`config.mk`:
```
export PLATFORM = sky130hd
export DESIGN_NAME = poco_fetch_queue_flat
export DESIGN_NICKNAME = d
export VERILOG_FILES = /design/src/rtl/poco_pkg.sv /design/src/rtl/poco_fetch_queue_if.sv /design/src/rtl/poco_sync_fifo.sv /design/src/rtl/poco_fetch_queue.sv /design/src/flat_wrapper.sv
export SDC_FILE = /design/constraint.sdc
export NUM_CORES = 1
export LEC_CHECK = 0
export CAP_MARGIN = 20
export CORE_MARGIN = 4
export CORE_UTILIZATION = 57
export CTS_CLUSTER_DIAMETER = 150
export DETAILED_ROUTE_END_ITERATION = 8
export GPL_TIMING_DRIVEN = 0
export MAX_ROUTING_LAYER = met4
export PLACE_DENSITY = 0.88
export SYNTH_ARGS = -nofsm -noshare
export SYNTH_HDL_FRONTEND = slang
export SYNTH_HIERARCHICAL = 1
export SYNTH_SLANG_ARGS = --single-unit
```
`constraint.sdc`:
```
create_clock -name clk -period 4.1 [get_ports clk]
set_clock_uncertainty 0.1 [all_clocks]
set_input_delay 0.41 -clock clk [delete_from_list [all_inputs] [get_ports clk]]
set_output_delay 0.41 -clock clk [all_outputs]
set_load 0.05 [all_outputs]
```
`src/rtl/poco_pkg.sv`:
```
// Shared types and defaults for the POCO-R fetch queue.
package poco_pkg;

  localparam int unsigned DefaultXlen = 16;
  localparam int unsigned DefaultIlen = 16;

  typedef enum logic [1:0] {
    StIdle,
    StWait,
    StDiscard
  } fetch_state_e;

  typedef struct packed {
    logic [DefaultIlen-1:0] op;
    logic [DefaultXlen-1:0] pc_next;
  } fq_entry_t;

endpackage

```
`src/rtl/poco_fetch_queue_if.sv`:
```
// Memory-side and decode-side signals of the fetch queue.
interface poco_fetch_queue_if import poco_pkg::*; #(
  parameter int unsigned XLEN  = DefaultXlen,
  parameter int unsigned ILEN  = DefaultIlen,
  parameter int unsigned DEPTH = 4
) ();
  localparam int unsigned CW = $clog2(DEPTH + 1);

  logic            imem_req;
  logic [XLEN-1:0] imem_addr;
  logic            imem_valid;
  logic [ILEN-1:0] imem_data;
  logic            redir_valid;
  logic [XLEN-1:0] redir_pc;
  logic            id_valid;
  logic [ILEN-1:0] id_op;
  logic [XLEN-1:0] id_pc_next;
  logic            id_ready;
  logic [CW-1:0]   q_count;

  modport master (
    output imem_req, imem_addr, id_valid, id_op, id_pc_next, q_count,
    input  imem_valid, imem_data, redir_valid, redir_pc, id_ready
  );

  modport slave (
    input  imem_req, imem_addr, id_valid, id_op, id_pc_next, q_count,
    output imem_valid, imem_data, redir_valid, redir_pc, id_ready
  );

endinterface

```
`src/rtl/poco_sync_fifo.sv`:
```
// Synchronous FIFO with registered head output; the head holds its last value when empty.
module poco_sync_fifo #(
  parameter int unsigned WIDTH = 32,
  parameter int unsigned DEPTH = 4
) (
  input  logic                         clk,
  input  logic                         rst_n,
  input  logic                         flush,
  input  logic                         push,
  input  logic [WIDTH-1:0]             wdata,
  input  logic                         pop,
  output logic [WIDTH-1:0]             rdata,
  output logic                         valid,
  output logic [$clog2(DEPTH+1)-1:0]   count
);
  localparam int unsigned AW = $clog2(DEPTH);
  localparam int unsigned CW = $clog2(DEPTH + 1);

  logic [WIDTH-1:0] mem_q [DEPTH];
  logic [AW-1:0]    wr_ptr_q, rd_ptr_q, rd_ptr_d;
  logic [CW-1:0]    count_q, count_d, after_pop;
  logic [WIDTH-1:0] rdata_q, rdata_d;
  logic             valid_q;

  always_comb begin
    rd_ptr_d  = rd_ptr_q + AW'(pop);
    count_d   = count_q + CW'(push) - CW'(pop);
    after_pop = count_q - CW'(pop);
    rdata_d   = rdata_q;
    // Next head comes from storage if anything older remains, else from the incoming word.
    if (after_pop != '0) begin
      rdata_d = mem_q[rd_ptr_d];
    end else if (push) begin
      rdata_d = wdata;
    end
  end

  always_ff @(posedge clk) begin
    if (push && !flush) begin
      mem_q[wr_ptr_q] <= wdata;
    end
  end

  always_ff @(posedge clk or negedge rst_n) begin
    if (!rst_n) begin
      wr_ptr_q <= '0;
      rd_ptr_q <= '0;
      count_q  <= '0;
      rdata_q  <= '0;
      valid_q  <= 1'b0;
    end else if (flush) begin
      wr_ptr_q <= '0;
      rd_ptr_q <= '0;
      count_q  <= '0;
      valid_q  <= 1'b0;
    end else begin
      if (push) begin
        wr_ptr_q <= wr_ptr_q + AW'(1);
      end
      rd_ptr_q <= rd_ptr_d;
      count_q  <= count_d;
      rdata_q  <= rdata_d;
      valid_q  <= (count_d != '0);
    end
  end

  assign rdata = rdata_q;
  assign valid = valid_q;
  assign count = count_q;

endmodule

```
`src/rtl/poco_fetch_queue.sv`:
```
// Instruction fetch stage: sequential requests to a variable-latency memory, ops buffered for
// decode, redirect flushes the queue and drops any in-flight response.
module poco_fetch_queue import poco_pkg::*; #(
  parameter int unsigned    XLEN     = DefaultXlen,
  parameter int unsigned    ILEN     = DefaultIlen,
  parameter int unsigned    DEPTH    = 4,
  parameter logic [XLEN-1:0] RESET_PC = '0
) (
  input logic                clk,
  input logic                rst_n,
  poco_fetch_queue_if.master bus
);
  localparam int unsigned CW = $clog2(DEPTH + 1);
  localparam int unsigned OW = CW + 1;

  fetch_state_e         state_q;
  logic [XLEN-1:0]      fetch_pc_q, req_addr_q;
  logic                 push, pop, issue;
  logic [OW-1:0]        occ_next;
  logic [ILEN+XLEN-1:0] fifo_rdata;
  logic                 stray_ok_q;

  always_comb begin
    pop      = bus.id_valid && bus.id_ready && !bus.redir_valid;
    push     = (state_q == StWait) && bus.imem_valid && !bus.redir_valid;
    occ_next = OW'(bus.q_count) + OW'(push) - OW'(pop);
    issue    = rst_n && !bus.redir_valid &&
               ((state_q == StIdle) || ((state_q == StWait) && bus.imem_valid)) &&
               (occ_next < OW'(DEPTH));
  end

  assign bus.imem_req  = issue;
  assign bus.imem_addr = fetch_pc_q;

  always_ff @(posedge clk or negedge rst_n) begin
    if (!rst_n) begin
      state_q    <= StIdle;
      fetch_pc_q <= RESET_PC;
      req_addr_q <= '0;
    end else if (bus.redir_valid) begin
      fetch_pc_q <= bus.redir_pc;
      case (state_q)
        StWait:    state_q <= bus.imem_valid ? StIdle : StDiscard;
        StDiscard: state_q <= bus.imem_valid ? StIdle : StDiscard;
        default:   state_q <= StIdle;
      endcase
    end else if (issue) begin
      fetch_pc_q <= fetch_pc_q + XLEN'(1);
      req_addr_q <= fetch_pc_q;
      state_q    <= StWait;
    end else if ((state_q != StIdle) && bus.imem_valid) begin
      state_q    <= StIdle;
    end
  end

  poco_sync_fifo #(
    .WIDTH(ILEN + XLEN),
    .DEPTH(DEPTH)
  ) u_fifo (
    .clk  (clk),
    .rst_n(rst_n),
    .flush(bus.redir_valid),
    .push (push),
    .wdata({bus.imem_data, req_addr_q + XLEN'(1)}),
    .pop  (pop),
    .rdata(fifo_rdata),
    .valid(bus.id_valid),
    .count(bus.q_count)
  );

  assign bus.id_op      = fifo_rdata[XLEN +: ILEN];
  assign bus.id_pc_next = fifo_rdata[XLEN-1:0];

  // A response to a request cut off by reset may still land before the first new issue.
  always_ff @(posedge clk or negedge rst_n) begin
    if (!rst_n) begin
      stray_ok_q <= 1'b1;
    end else if (issue) begin
      stray_ok_q <= 1'b0;
    end
  end

  assert property (@(posedge clk) disable iff (!rst_n)
    !((state_q == StIdle) && bus.imem_valid && !stray_ok_q));

endmodule

```
`src/flat_wrapper.sv`:
```
// flat-port wrapper written by rule: the top's interface ports become plain ports
module poco_fetch_queue_flat import poco_pkg::*;
#(
  parameter int unsigned    XLEN     = DefaultXlen,
  parameter int unsigned    ILEN     = DefaultIlen,
  parameter int unsigned    DEPTH    = 4,
  parameter logic [XLEN-1:0] RESET_PC = '0
)
  (clk, rst_n, bus_imem_req, bus_imem_addr, bus_id_valid, bus_id_op, bus_id_pc_next, bus_q_count, bus_imem_valid, bus_imem_data, bus_redir_valid, bus_redir_pc, bus_id_ready);
  poco_fetch_queue_if #(.XLEN(XLEN), .ILEN(ILEN), .DEPTH(DEPTH)) bus_i ();
  input logic clk;
  input logic rst_n;
  output wire logic [$bits(bus_i.imem_req)-1:0] bus_imem_req;
  output wire logic [$bits(bus_i.imem_addr)-1:0] bus_imem_addr;
  output wire logic [$bits(bus_i.id_valid)-1:0] bus_id_valid;
  output wire logic [$bits(bus_i.id_op)-1:0] bus_id_op;
  output wire logic [$bits(bus_i.id_pc_next)-1:0] bus_id_pc_next;
  output wire logic [$bits(bus_i.q_count)-1:0] bus_q_count;
  input wire logic [$bits(bus_i.imem_valid)-1:0] bus_imem_valid;
  input wire logic [$bits(bus_i.imem_data)-1:0] bus_imem_data;
  input wire logic [$bits(bus_i.redir_valid)-1:0] bus_redir_valid;
  input wire logic [$bits(bus_i.redir_pc)-1:0] bus_redir_pc;
  input wire logic [$bits(bus_i.id_ready)-1:0] bus_id_ready;
  assign bus_imem_req = bus_i.imem_req;
  assign bus_imem_addr = bus_i.imem_addr;
  assign bus_id_valid = bus_i.id_valid;
  assign bus_id_op = bus_i.id_op;
  assign bus_id_pc_next = bus_i.id_pc_next;
  assign bus_q_count = bus_i.q_count;
  assign bus_i.imem_valid = bus_imem_valid;
  assign bus_i.imem_data = bus_imem_data;
  assign bus_i.redir_valid = bus_redir_valid;
  assign bus_i.redir_pc = bus_redir_pc;
  assign bus_i.id_ready = bus_id_ready;
  poco_fetch_queue #(.XLEN(XLEN), .ILEN(ILEN), .DEPTH(DEPTH), .RESET_PC(RESET_PC)) u_core (.clk(clk), .rst_n(rst_n), .bus(bus_i));
endmodule
```
==> results of run 1 <==
## how the worst max path moves through the flow
stage,endpoint,cells after the start
after floorplan,u_core/req_addr_q[7],14
after global placement,bus_imem_req,7
after detailed placement,bus_imem_req,15
after CTS,bus_imem_req,15
after global routing,bus_imem_req,15
final,bus_imem_req,15
## what timing repair did
item / CTS / global route
buffers inserted: 1 / 3
pin swaps: 1 / 0
hold endpoints to repair: 21 / 0
gates cloned: 0 / 0
resized for setup: 12 / 6
setup endpoints to repair: 4 / 1
hold buffers: 1 / 0
## cell type report
type	instances	area [µm²]	area share
plain buffers	29	198	0.0188
clock buffers	29	566	0.0538
clock inverters	7	60.1	0.00571
inverters	19	71.3	0.00678
multi-input cells	343	2750	0.261
flip-flops and latches	202	5700	0.541
well taps	184	230	0.0219
repair buffers	95	952	0.0905
## sequential cells by signal, indices dropped and copies added (netlist names), 2 cells and up
name                    count
u_core/u_fifo/rd_ptr_q      2
u_core/u_fifo/wr_ptr_q      2
u_core/state_q              2
u_core/req_addr_q          16
u_core/u_fifo/rdata        32
u_core/bus.imem_addr       16
u_core/u_fifo/mem_q       128
u_core/u_fifo/count         3
## worst max-delay path, delay by kind of cell, from the launching register on
kind | cells | cell delay (ns)
AO/OA/AOI/OAI | 1 | 0.16
buffers and inverters | 7 | 0.81
AND/OR/NAND/NOR | 4 | 0.99
flip-flops | 1 | 0.39
adder cells (fa/ha/maj) | 3 | 0.57
## routing by layer
layer | routed length [µm] | vias to the layer above | global-route usage
met5 | 0 | - | -
met3 | 1310 | 40 | 0.0336
met4 | 402 | 0 | 0.0572
li1 | - | 2461 | -
met1 | 7300 | 2780 | 0.278
met2 | 9630 | 310 | 0.377
## cell usage after synthesis (all sizes together)
cell type,count
ha,16
and3,6
buf,24
nand4,3
a2111oi,1
o21ai,11
mux4,32
dfrtp,74
nand2b,2
and4,3
clkbuf,5
and3b,1
and2,4
a41oi,1
nor2b,2
or4,8
inv,19
xnor2,21
mux2i,2
or2,1
a211oi,6
nor2,49
mux2,16
o2111ai,1
a31oi,37
nand3b,2
xor2,7
fa,1
nand3,15
a21oi,1
nand2,82
edfxtp,128
o31ai,6
a21o,2
o221a,2
o211ai,2
## power by group through the flow
| stage | logic, µW | registers [µW] | clock network (µW) |
|---|---|---|---|
| finish | 2710 | 2840 | 1730 |
| global route | 2880 | 2880 | 1860 |
| CTS | 2690 | 2840 | 1770 |
| detailed placement | 2650 | 2870 | 0 |
| global placement | 2540 | 2850 | 0 |
| floorplan | 1170 | 3470 | 0 |
## metrics by stage
| step | TNS [ns] | std cells | hold slack (ns) |
|---|---|---|---|
| after detailed placement | -9.74 | 867 | 0.179 |
| after global placement | -52.23 | 866 | 0.420 |
| after floorplan | 0 | 593 | 0.0144 |
| after global routing | 0 | 908 | 0.219 |
| after CTS | 0 | 905 | 0.215 |
| final | 0 | 908 | 0.194 |
## logic make-up after synthesis
family / count (synthesis)
xor+xnor: 28
flops: 202
buf+inv: 48
fa+ha+maj: 17
compound gates: 70
simple gates: 178
mux: 50
==> results_dict.tcl, run 1 <==
set metrics [dict create \
    yosysWarnings 6 \
    critPathLaunch "u_core/state_q[1]" \
    p_clk_frac 0.238 \
    layout_min_cycle_time_ns 3.92 \
    start_util 0.589 \
    ant_nets 0 \
    switching_share 0.372 \
    max_freq_ghz 0.255 \
    seq_power_share 0.390 \
    whs_path_depth 3 \
    synth.top_cell.area_share 0.442 \
    remaining_drc_errors 0 \
    yosysSeqAreaShare 0.655 \
    viasPerCell 6.16 \
    drt_first_pass_iters 5 \
    maxCapViolations 0 \
    yosysTopAreaCell "edfxtp_1" \
    tritoncts "built" \
    pwr-share-comb 0.372 \
    wire_per_inst_um 20.5 \
    netlist_area_mm2 0.00869 \
    rsz0062_at_grt "no" \
    cts.sinks 202 \
    crit_type "register to output pin" \
    r2r_start "u_core/state_q[1]" \
    io_pins 90 \
    max_slew_margin 0.374 \
    period_share 0.957 \
    power_density_mw_per_mm2 691 \
    grtUsageTotal 0.220 \
    path_cells "inv_1 > ha_1 > and3_4 > inv_1 > ha_1 > inv_1 > ha_1 > and3b_1 > or4_4 > buf_6 > a21o_1 > buf_6 > nor2_4 > buf_6 > buf_6" \
    synthCells 593 \
    tightest_slew_ns 0.939 \
    clockBufferDepth 3 \
    n_fill_cell 913 \
    cp_max_fo 10 \
    status "complete, no violations" \
    cp-end-kind "output pin" \
    slowest_delay_ns 0.49 \
    hp-class "input port to register" \
    io_buffers 89 \
    path_clk_slew_ns 0.06 \
    final_cell_mix "128 x edfxtp_1, 86 x clkdlybuf4s50_1, 82 x nand2_1" \
    die-area_mm2 0.0173 \
    clockRootBuffer "clkbuf_16" \
    synth_adder_area_share 0.0253 \
    power_uw 7280 \
    grt_max_degree 64 \
    synth_compound_area_frac 0.0551 \
    drt-total-wl_um 18600 \
    crit_slowest_cell "or4_4" \
    arrival_ns 3.41 \
    synth-xor-area-share 0.0299 \
    place_ws_ns -1.26 \
    grt_pass1_wl_um 30200 \
    worstPathRequired_ns 3.59 \
    final_common_cell "edfxtp_1" \
    synth.area.mux_share 0.112 \
    ys_ff_latch 202 \
    die_h_um 132 \
    setup_ws_ns 0.175 \
    place_hpwl_um 11900 \
    numCtsBuffers 20 \
    area_growth_pct 21.0 \
    antennaDiodeCount 0 \
    p_sw_uw 2700 \
    rrSetupSlack_ns 0.75 \
    avgSynthCellArea_um2 14.7 \
    post-route-util 0.713 \
    crit_top_cell "buf_6" \
    layout-drive-gt1-share 0.149 \
    rows 44 \
    synth.area.top_cells "edfxtp_1 44%, dfrtp_1 21%, mux4_1 4.5%" \
    stdcell_area_mm2 0.0105 \
    place.gp.congestion 0.955 \
    power.internal_uw 4570 \
    antenna_found_initial 0 \
    reg2reg_depth 15 \
    hp-start "bus_redir_valid" \
    power_leakage_uw 0.00382 \
    insertion_delay_ns 0.48 \
    ir_worst_vdd_mv 0.310 \
    vias 5591 \
    synth_top_family_by_area "multiplexers" \
    postPlaceCellArea_mm2 0.00985 \
    min_to "u_core/state_q[1]" \
    yosysUniqueCellTypes 43 \
    setup_viol 0 \
    grt_remaining_overflow 0 \
    die_w_um 132 \
    htree_levels 1 \
    coreArea_mm2 0.0148 \
    grt_pass1_vias 5828 \
    synthSimpleGateAreaFrac 0.0921 \
    drt-initial-drc-count 483 \
    final-hold-violation-count 0 \
    rr_endpoint "u_core/bus.imem_addr[15]" \
    finalNetCount 764 \
    syn_nets 647 \
    critPathLaunchType "register" \
    slew_violations 0 \
]
(Power assumes the default switching activity.)
==> run 2: changes to the inputs <==
--- a/config.mk
+++ b/config.mk
@@ -7,13 +7,13 @@
 export LEC_CHECK = 0
 export CAP_MARGIN = 20
 export CORE_MARGIN = 4
-export CORE_UTILIZATION = 57
+export CORE_UTILIZATION = 56
 export CTS_CLUSTER_DIAMETER = 150
 export DETAILED_ROUTE_END_ITERATION = 8
 export GPL_TIMING_DRIVEN = 0
 export MAX_ROUTING_LAYER = met4
-export PLACE_DENSITY = 0.88
+export PLACE_DENSITY = 0.87
+export REMOVE_ABC_BUFFERS = 1
 export SYNTH_ARGS = -nofsm -noshare
 export SYNTH_HDL_FRONTEND = slang
-export SYNTH_HIERARCHICAL = 1
 export SYNTH_SLANG_ARGS = --single-unit
==> run 2 against run 1 <==
Clock power grew 4%. Die area shrank 0.86%. Clock-buffer cell count is the same. Register-to-register slack lost 0.16 ns. Core utilization shrank 0.43 points. Routed wire length shrank 3.7%. Critical path depth shrank 1. Highest routed layer unchanged. Critical endpoint unchanged. Sequential share of layout area grew 0.74 points.
==> results_dict.tcl, run 2 <==
set metrics [dict create \
    status "complete, no violations" \
    power_density_mw_per_mm2 720 \
    synth.area.top_cells "edfxtp_1 45%, dfrtp_1 22%, mux4_2 8.5%" \
    worstPathRequired_ns 3.59 \
    r2r_start "u_core.state_q[1]" \
    crit_slowest_cell "fa_1" \
    hp-class "input port to asynchronous set/reset pin" \
    ir_worst_vdd_mv 0.545 \
    cp-end-kind "output pin" \
    path_clk_slew_ns 0.06 \
    clockBufferDepth 3 \
    yosysUniqueCellTypes 55 \
    postPlaceCellArea_mm2 0.00964 \
    rrSetupSlack_ns 0.59 \
    avgSynthCellArea_um2 15.9 \
    path_cells "inv_1 > ha_1 > nand2_2 > nor2_4 > inv_1 > ha_1 > inv_1 > ha_1 > fa_1 > xnor2_2 > and3b_2 > o21ai_4 > nor2_4 > buf_4" \
    synthTopCellsByCount "128 x edfxtp_1, 74 x dfrtp_1, 37 x nand2_1" \
    critPathTopFamily "adder cells" \
    critPathLaunchType "register" \
    n_fill_cell 940 \
    regMostFlops "u_core.u_fifo.mem_q" \
    synthCells 532 \
    vias 5174 \
    remaining_drc_errors 0 \
    drt-initial-drc-count 460 \
    synthFlopType "edfxtp_1" \
    final_cell_mix "128 x edfxtp_1, 86 x clkdlybuf4s50_1, 74 x dfrtp_1" \
    period_share 0.938 \
    rows 44 \
    ys_ff_latch 202 \
    layout-drive-gt1-share 0.157 \
    netlist_area_mm2 0.00846 \
    critPathBufInv 4 \
    grt_max_degree 47 \
    slew_violations 0 \
    max_freq_ghz 0.260 \
    final-hold-violation-count 0 \
    largest_reg_flops 128 \
    rsz0062_at_grt "no" \
    numCtsBuffers 21 \
    io_pins 90 \
    final_common_cell "edfxtp_1" \
    antenna_found_initial 0 \
    die_h_um 131 \
    grt_remaining_overflow 0 \
    finalNetCount 687 \
    htree_levels 1 \
    grtUsageTotal 0.217 \
    maxCapViolations 0 \
    slowest_delay_ns 0.43 \
    viasPerCell 6.20 \
    cp_max_fo 9 \
    grt_pass1_vias 5424 \
    cts.sinks 202 \
    max_slew_margin 0.379 \
    clockRootBuffer "clkbuf_16" \
    rr_endpoint "u_core.bus.imem_addr[5]" \
    stdcell_area_mm2 0.0104 \
    yosysSeqAreaShare 0.673 \
    antennaDiodeCount 0 \
    place_hpwl_um 10800 \
    layout_min_cycle_time_ns 3.85 \
    io_buffers 89 \
    yosysTopAreaCell "edfxtp_1" \
    die-area_mm2 0.0171 \
    grt_pass1_wl_um 28200 \
    die_w_um 131 \
    critPathLaunch "u_core.state_q[1]" \
    crit_type "register to output pin" \
    tritoncts "built" \
    yosysMostFrequentCell "edfxtp_1" \
    area_growth_pct 22.6 \
    coreArea_mm2 0.0146 \
    insertion_delay_ns 0.48 \
    drt-total-wl_um 18000 \
    ant_nets 0 \
    seq_area_mm2 0.00570 \
    setup_viol 0 \
    place.gp.congestion 0.896 \
    arrival_ns 3.34 \
    reg2reg_depth 15 \
    crit_cells 14 \
    synth-edff-count 128 \
    tightest_slew_ns 0.932 \
    drt_first_pass_iters 5 \
    start_util 0.578 \
    multi_input_area_mm2 0.00258 \
    synth.top_cell.area_share 0.454 \
    yosysWarnings 0 \
    power_leakage_uw 0.00380 \
    async_flop_share 0.366 \
    wire_per_inst_um 21.5 \
    crit_end "bus_imem_req" \
    setup_tns_ns 0 \
]
## run 2: cell type report
class | count | area share
clock buffer | 29 | 0.0564
clock inverter | 9 | 0.00675
inverter | 32 | 0.0116
multi-input combinational | 274 | 0.249
sequential | 202 | 0.549
tap | 184 | 0.0222
timing repair buffer | 104 | 0.105
## run 2: how the worst min path moves through the flow
stage	from	endpoint	slack, ns	cells past startpoint
2_1_floorplan	rst_n	u_core.bus.imem_addr[0]	0.01	0
3_3_place_gp	u_core.u_fifo.rdata[10]	u_core.u_fifo.rdata[10]	0.36	2
3_5_place_dp	rst_n	u_core.u_fifo.rdata[24]	0.30	1
4_1_cts	rst_n	u_core.u_fifo.rdata[24]	0.32	2
5_1_grt	rst_n	u_core.u_fifo.rdata[31]	0.37	2
6_report	rst_n	u_core.u_fifo.rdata[31]	0.32	2
## run 2: repair_timing
action | 4_1_cts | 5_1_grt
pin swaps | 1 | 1
endpoints found under the setup margin | 22 | 1
hold endpoints to repair | 29 | 0
buffers inserted | 2 | 7
resized for setup | 10 | 3
hold buffers | 1 | 0
## run 2: cell families after synthesis
family | count (synthesis) | share of synthesized area
flip-flops | 202 | 0.673
XOR/XNOR | 28 | 0.0299
buffers and inverters | 56 | 0.0282
AND/OR/NAND/NOR | 104 | 0.0634
multiplexers | 55 | 0.115
AO/OA/AOI/OAI | 72 | 0.0677
adder cells (fa/ha/maj) | 15 | 0.0231
## run 2: per-stage QoR
step	util	hold slack (ns)	std cells	power (µW)	setup WS (ns)
3_3_place_gp	0.646	0.356	781	5430	-2.52
6_report	0.709	0.322	834	7470	0.253
3_5_place_dp	0.658	0.295	786	5590	-1.63
5_1_grt	0.709	0.374	834	7810	0.0428
4_1_cts	0.705	0.319	827	7430	0.0194
2_1_floorplan	-	0.0144	508	4650	0.405
## run 2: routing by layer
metal / wire, µm / vias up / track usage
met5: 0 / - / -
met4: 357 / 0 / 0.0466
met3: 1290 / 34 / 0.0317
met2: 9010 / 252 / 0.365
met1: 7300 / 2626 / 0.287
li1: - / 2262 / -
## run 2: power breakdown
part	total, µW	switching (µW)	internal [µW]
Clock	1800	738	1060
Combinational	2780	1730	1050
Sequential	2900	277	2620
Total	7470	2740	4730
## run 2: worst register-to-register path: stages, from the launching register on
cell     delay, ns
dfrtp_1       0.38
inv_1         0.08
ha_1          0.22
nand2_2       0.13
nor2_4        0.13
inv_1         0.06
ha_1          0.26
inv_1         0.04
ha_1          0.22
fa_1          0.43
xnor2_2       0.19
and3b_2       0.25
o21ai_4       0.12
buf_4         0.18
or4_1         0.49
a31oi_1       0.17
